## src/rtl/traffic_req_scheduler.sv

```systemverilog
// Side-road request scheduler: latches requests, enforces a minimum main-road green
// hold, pulses the traffic light's req input and tracks which requester is served.
module traffic_req_scheduler #(
    parameter int N_REQ   = 4,
    parameter int MIN_GAP = 60,
    parameter int TIMEOUT = 15
) (
    input  logic             clk,
    input  logic             rst,
    input  logic [N_REQ-1:0] req_in,
    input  logic             green_main,
    input  logic             green_side,
    output logic             light_req,
    output logic [N_REQ-1:0] grant,
    output logic [N_REQ-1:0] pending,
    output logic             busy,
    output logic             timeout_err
);

    localparam int GAP_W = $clog2(MIN_GAP + 1);
    localparam int TO_W  = $clog2(TIMEOUT + 1);
    localparam int PTR_W = $clog2(N_REQ);

    typedef enum logic [2:0] {
        ST_IDLE      = 3'd0,
        ST_ISSUE     = 3'd1,
        ST_WAIT_SIDE = 3'd2,
        ST_SERVE     = 3'd3,
        ST_RECOVER   = 3'd4
    } state_t;

    state_t             state_r, state_s;
    logic [GAP_W-1:0]   gap_r, gap_s;
    logic [TO_W-1:0]    to_r, to_s;
    logic [PTR_W-1:0]   ptr_r, ptr_s;
    logic [PTR_W-1:0]   win_r, win_s;
    logic [N_REQ-1:0]   pending_r, pending_s;
    logic [N_REQ-1:0]   clr_s;
    logic               err_r, err_s;
    logic               light_req_r;
    logic [N_REQ-1:0]   grant_r;
    logic               busy_r;

    function automatic logic [N_REQ-1:0] onehot(input logic [PTR_W-1:0] idx);
        logic [N_REQ-1:0] one;
        one = {{(N_REQ-1){1'b0}}, 1'b1};
        return one << idx;
    endfunction

    // First set bit at or after the pointer, wrapping around.
    function automatic logic [PTR_W-1:0] rr_pick(input logic [N_REQ-1:0] p,
                                                 input logic [PTR_W-1:0] ptr);
        logic             found;
        logic [PTR_W-1:0] w;
        int               idx;
        found = 1'b0;
        w     = ptr;
        for (int i = 0; i < N_REQ; i++) begin
            idx = (int'(ptr) + i) % N_REQ;
            if (!found && p[idx]) begin
                found = 1'b1;
                w     = PTR_W'(idx);
            end else begin
                found = found;
            end
        end
        return w;
    endfunction

    // Next-state, counters, pointer and pending-mask computation.
    always_comb begin
        state_s = state_r;
        gap_s   = gap_r;
        to_s    = to_r;
        ptr_s   = ptr_r;
        win_s   = win_r;
        err_s   = err_r;
        clr_s   = {N_REQ{1'b0}};

        if (!green_main) begin
            gap_s = {GAP_W{1'b0}};
        end else if (state_r == ST_IDLE && gap_r != GAP_W'(MIN_GAP)) begin
            gap_s = gap_r + GAP_W'(1);
        end else begin
            gap_s = gap_r;
        end

        case (state_r)
            ST_IDLE: begin
                if (pending_r != {N_REQ{1'b0}} && gap_r == GAP_W'(MIN_GAP) && green_main) begin
                    state_s = ST_ISSUE;
                    win_s   = rr_pick(pending_r, ptr_r);
                end else begin
                    state_s = ST_IDLE;
                end
            end
            ST_ISSUE: begin
                state_s = ST_WAIT_SIDE;
                to_s    = {TO_W{1'b0}};
            end
            ST_WAIT_SIDE: begin
                if (green_side) begin
                    state_s = ST_SERVE;
                end else if (to_r == TO_W'(TIMEOUT - 1)) begin
                    // Light never answered: give up, keep requests for the next round.
                    to_s    = TO_W'(TIMEOUT);
                    err_s   = 1'b1;
                    state_s = ST_IDLE;
                    gap_s   = {GAP_W{1'b0}};
                end else begin
                    to_s = to_r + TO_W'(1);
                end
            end
            ST_SERVE: begin
                if (!green_side) begin
                    clr_s   = onehot(win_r);
                    state_s = ST_RECOVER;
                    if (win_r == PTR_W'(N_REQ - 1)) begin
                        ptr_s = {PTR_W{1'b0}};
                    end else begin
                        ptr_s = win_r + PTR_W'(1);
                    end
                end else begin
                    state_s = ST_SERVE;
                end
            end
            ST_RECOVER: begin
                if (green_main) begin
                    state_s = ST_IDLE;
                    gap_s   = {GAP_W{1'b0}};
                end else begin
                    state_s = ST_RECOVER;
                end
            end
            default: begin
                state_s = ST_IDLE;
                gap_s   = {GAP_W{1'b0}};
            end
        endcase

        pending_s = (pending_r & ~clr_s) | req_in;
    end

    // State, counters and registered outputs decoded from the next state.
    always_ff @(posedge clk) begin
        if (rst) begin
            state_r     <= ST_IDLE;
            gap_r       <= {GAP_W{1'b0}};
            to_r        <= {TO_W{1'b0}};
            ptr_r       <= {PTR_W{1'b0}};
            win_r       <= {PTR_W{1'b0}};
            pending_r   <= {N_REQ{1'b0}};
            err_r       <= 1'b0;
            light_req_r <= 1'b0;
            grant_r     <= {N_REQ{1'b0}};
            busy_r      <= 1'b0;
        end else begin
            state_r     <= state_s;
            gap_r       <= gap_s;
            to_r        <= to_s;
            ptr_r       <= ptr_s;
            win_r       <= win_s;
            pending_r   <= pending_s;
            err_r       <= err_s;
            light_req_r <= (state_s == ST_ISSUE);
            grant_r     <= (state_s == ST_SERVE) ? onehot(win_s) : {N_REQ{1'b0}};
            busy_r      <= (state_s != ST_IDLE);
        end
    end

    assign light_req   = light_req_r;
    assign grant       = grant_r;
    assign pending     = pending_r;
    assign busy        = busy_r;
    assign timeout_err = err_r;

endmodule

```

## config.mk

```make
export PLATFORM = sky130hd
export DESIGN_NAME = traffic_req_scheduler
export DESIGN_NICKNAME = d
export VERILOG_FILES = /design/src/rtl/traffic_req_scheduler.sv
export SDC_FILE = /design/constraint.sdc
export NUM_CORES = 1
export LEC_CHECK = 0
export CAP_MARGIN = 25
export CORE_ASPECT_RATIO = 0.9
export CORE_UTILIZATION = 47
export DETAILED_ROUTE_END_ITERATION = 12
export MAX_ROUTING_LAYER = met4
export PLACE_DENSITY_LB_ADDON = 0.12
export SKIP_CTS_REPAIR_TIMING = 1
export SLEW_MARGIN = 15
export SYNTH_ARGS = -nofsm -noshare
export SYNTH_HDL_FRONTEND = slang
export SYNTH_SLANG_ARGS = --single-unit
```

## constraint.sdc

```tcl
create_clock -name clk -period 2.6 [get_ports clk]
set_input_delay 0.26 -clock clk [delete_from_list [all_inputs] [get_ports clk]]
set_output_delay 0.26 -clock clk [all_outputs]
set_load 0.02 [all_outputs]
```

==> Word-level counts from Yosys, hierarchy flattened <==
Index checks and enable logic that the tools add are counted.
{ "classes": {"n_mux": 43, "n_addsub": 6, "n_lt_le_gt_ge": 4, "n_eq_ne": 11, "n_bitwise": 8, "reduce_logical": 21, "n_shift": 2} }
{ "ops": {"columns": ["operator", "count"], "rows": [
  ["two-way mux 6 bit", 5],
  ["case mux 6 bit (3 select lines)", 1],
  ["two-way mux 1 bit", 17],
  ["two-way mux 4 bit", 4],
  ["case mux 3 bit (5 select lines)", 1],
  ["less-than comparator 3 x 4 -> 1 bit (second input constant)", 3],
  ["two-way mux 2 bit", 6],
  ["two-way mux 3 bit", 4],
  ["== test 3 x 2 -> 1 bit (second input constant)", 3],
  ["binary-select mux 1 bit (select 2 bit)", 4],
  ["case mux 4 bit (2 select lines)", 1],
  ["OR reduction 2 bit", 4],
  ["left shift 1 x 2 -> 4 bit (first input constant)", 2],
  ["adder 6 x 1 -> 6 bit (second input constant)", 1],
  ["== test 3 x 1 -> 1 bit (second input constant)", 2],
  ["== test 6 bit (second input constant)", 1],
  ["logical AND 1 bit", 6],
  ["inequality test 6 bit (second input constant)", 1],
  ["adder 2 x 1 -> 2 bit (second input constant)", 2],
  ["adder 2 bit (second input constant)", 2],
  ["adder 4 x 1 -> 4 bit (second input constant)", 1],
  ["AND 4 bit", 1],
  ["== test 4 bit (second input constant)", 1],
  ["NOT 4 bit", 1],
  ["other kinds (15)", 21]
]} }
{ "word_totals": {"output_inout_bits": 11, "inputBits": 8, "wordCells": 105, "register_bits": 28} }

==> Longest topological paths before layout <==
{ "depth": {"word_depth": 21, "depth_mapped": 7, "ltp_nobuf": 6} }

==> Worst setup path before layout <==
OpenSTA, ideal clock, no wires.
{ "synth_timing": {"path_kind": "register to register", "from": "reg pending_r[0], in the netlist pending[0]", "to": "reg busy_r, in the netlist busy", "path_slack_ns": 1.041, "arrival_ns": 1.425, "required_ns": 2.465, "path_stages_with_launch": 6, "path_buffers": 1, "path_cell_list": "dfxtp_1 -> o41a_1 -> and4b_1 -> buf_2 -> a31oi_2 -> a221oi_2"} }
{ "synth_via": {"elab_chain_cells": 6} }
{ "synth_lines": {"columns": ["element", "line_no", "text"], "rows": [
  ["from (decl)", "37", "logic [N_REQ-1:0] pending_r, pending_s;"],
  ["from (signal assigned)", "152", "pending_r <= {N_REQ{1'b0}};"],
  ["from (signal assigned)", "163", "pending_r <= pending_s;"],
  ["nonzero test 4 bit", "90", "if (pending_r != {N_REQ{1'b0}} && gap_r == GAP_W'(MIN_GAP) && green_main) begin"],
  ["logical AND 1 bit (2 in series)", "90", null],
  ["two-way mux 1 bit", "90", null],
  ["case mux 3 bit (5 select lines)", "88", "case (state_r)"],
  ["nonzero test 3 bit", "167", "busy_r <= (state_s != ST_IDLE);"],
  ["to (signal assigned)", "167", null],
  ["to (decl)", "42", "logic busy_r;"]
]} }
Every way passes these cells.
A chain may end at the register's enable or synchronous reset.

==> Final worst setup path <==
{ "layout_timing": {"from": "reg pending_r[3], in the netlist pending[3]", "to": "out pending[3]"} }
{ "layout_lines": {"columns": ["element", "line_no", "text"], "rows": [
  ["to (decl)", "15", "output logic [N_REQ-1:0] pending,"]
]} }
No word-level cell between the ends.

==> results by group <==
Logic synthesis
  – Syn Nets: 176
  – Top post-synthesis cells by count: nor2_1, dfxtp_1, a21oi_1, inv_1, ha_1
  – Yosys top cell area share: 40.1%
  – Post-synth ARST share: 0%
  – Post-Syn Area: 1400 sq um
  – Avg Cell Area, Syn: 8.73 sq um
  – Top cells by area, synth: dfxtp_1, nor2_1, ha_1
  – Seq/Total Area, Yosys: 40.1%
  – Ys flop type: dfxtp_1
  – Distinct cell type count after synthesis: 45
  – Post-Synthesis Cells: 160
  – Area leader, netlist: dfxtp_1
  – Count leader, synth: nor2_1
  – Post-synth EDFFs: 0
  – Register bit total from synthesis: 28
  – Synth warn: 0

Placement
  – HPWL after DPL: 1910 um
  – Gpl congestion: 0.797
  – Port buffer count: 18
  – DP Worst Slack: ~0.72 ns

Drt
  – DRC Markers: 0
  – Routed via count: 1145
  – DRT Wirelength: 2540 um
  – Vias per cell: 5.25
  – Detailed Routing Iterations Pass 1: 6
  – Initial drt markers: 33
  – Post-DRT Antenna Nets: 0
  – DR WL/cell: 11.6 um

Layout
  – # diodes: 0
  – Post-layout nets: 195
  – Syn-to-layout area delta: 19.2%
  – Share of layout cells above drive strength 1: 8.43%
  – Post-Route Utilization: ~60%

CTS
  – CTS tree: built
  – Num CTS Buffers: 3
  – Clk_lat worst skew: between 0.3 and 0.4 ns
  – Clk root buf: clkbuf_4
  – H-tree depth: 1
  – Reg clk slew, reported paths: 0.16 ns
  – Clk sinks: 28
  – Maximum clock insertion buffer count: 2

Setup path
  – Critical Path Max Stage Delay: 0.66 ns
  – Critical Path AT: about 1.5 ns
  – CP Class: register to output port
  – WP buf/inv: 1
  – CP Cell Sequence: clkdlybuf4s50_1
  – R2R depth: 4
  – Critical Path RT: 2.34 ns
  – Delay-heaviest family, CP: buffers and inverters
  – Worst reg2reg setup slack: 1.00 ns
  – FF-to-FF Start: state_r[1]
  – Critical Path End Type: output port
  – Critical path's slowest cell: clkdlybuf4s50_1
  – Crit start category: register
  – Worst flop-to-flop path endpoint: busy
  – Max FO, Critical Path: 9

STA
  – Setup violators final: 0
  – F_max: 563 MHz
  – Tmin final: 1.78 ns
  – Final Skew: around 0.014 ns
  – RSZ-0062 raised after global routing: no
  – Setup TNS: 0 ns
  – Final hold violations: 0
  – Setup WS post-layout: 0.824 ns
  – Worst-margin pin slew: 0.486 ns
  – Fin crit share: 68.3%
  – Slew margin rel.: 67.2%
  – Max Slew Vio Count: 0

Power
  – PwrDens: approximately 470 nW/um^2
  – Tot Pwr: 0.787 mW
  – Worst vdd ir: 0.000376 V
  – P_leak: 0.604 nW

Min path
  – Min-Delay Endpoint: timeout_err
  – Hold path depth: 2
  – HP Class: register to register
  – Worst hold start: timeout_err

Floorplan
  – Die area: 3200 sq um
  – Initial core utilization: 50.0%
  – Die X: about 59 um
  – Ports: 19
  – Cell row count: 18
  – Core region area: ~2800 sq um
  – Die Ht: 53.7 um

Global routing
  – Grt ovf: 0
  – First-pass GRT wire length: 4370 um
  – Largest net degree at the start of global routing: 18
  – Vias in the first global route: 1037
  – Global Route Usage Sum: 18.8%
  – Initial antenna violation count: 0

Outcome
  – Run status: completed

Flow run
  – Max Cap Viol: 0
-- metrics by stage --
stage,cell area [sq um],std cells,hold slack [ns]
after detailed placement,1610,214,0.461
final,1670,218,0.496
after global placement,1610,214,0.455
after CTS,1670,218,0.488
after floorplan,1400,160,0.377
after global routing,1670,218,0.495
-- layout make-up --
| class | instances | area, sq um |
|---|---|---|
| Fill cell | 282 | 1130 |
| Multi-Input combinational cell | 117 | 774 |
| Sequential cell | 28 | 561 |
| Timing Repair Buffer | 20 | 195 |
| Tap cell | 40 | 50.0 |
| Inverter | 9 | 33.8 |
| Clock inverter | 1 | 30.0 |
| Clock buffer | 3 | 22.5 |
-- state kept, by name, summed over array words and instances (netlist names) --
name	flops
grant	4
ptr_r	2
to_r	4
gap_r	6
light_req	1
win_r	2
timeout_err	1
state_r	3
busy	1
pending	4
-- layer usage --
layer | up-vias | part of all wire (%) | global-route usage (%) | wire length (um)
met3 | 0 | 3.5 | 4.33 | 88
met4 | 0 | 0 | 3.57 | 0
li1 | 596 | - | - | -
met2 | 20 | 48 | 32.0 | 1210
met5 | - | 0 | - | 0
met1 | 529 | 49 | 22.9 | 1240
-- cell families (layout without fill, tap and decap cells) --
family / Yosys count / in the layout / synth area share (%)
buf+inv: 15 / 33 / 4.48
mux: 3 / 3 / 2.15
compound gates: 37 / 37 / 19.6
xor+xnor: 4 / 4 / 2.51
simple gates: 65 / 65 / 24.0
flops: 28 / 28 / 40.1
fa+ha+maj: 8 / 8 / 7.16
-- cells in the final DEF (no fill, tap or decap), drive strengths merged, types with 3 or more instances in the layout --
master,synthesis,routed
a21oi,14,14
and3,5,5
clkbuf,3,3
clkdlybuf4s50,0,18
dfxtp,28,28
ha,8,8
inv,9,9
mux2i,3,3
nand2,6,6
nand4,3,3
nor2,33,33
nor2b,3,3
o211ai,3,3
o21ai,6,6
xor2,3,3
-- worst max path at each step --
| stage | from | to | slack, ns | depth (start not counted) |
|---|---|---|---|---|
| finish | pending[3] | pending[3] | 0.82 | 1 |
| global route | pending[3] | pending[3] | 0.75 | 1 |
| CTS | pending[3] | pending[3] | 0.82 | 1 |
| detailed placement | green_side | to_r[0] | 0.72 | 5 |
| global placement | green_side | to_r[0] | 0.76 | 5 |
| floorplan | pending[0] | busy | 1.04 | 5 |
-- where the power goes --
group	internal [mW]	leakage (nW)	switching [mW]
clock	0.156	0.0279	0.131
combinational	0.0291	0.349	0.0259
sequential	0.435	0.227	0.00959
total	0.621	0.604	0.166
Note: power is estimated with default switching activity, not from simulation.
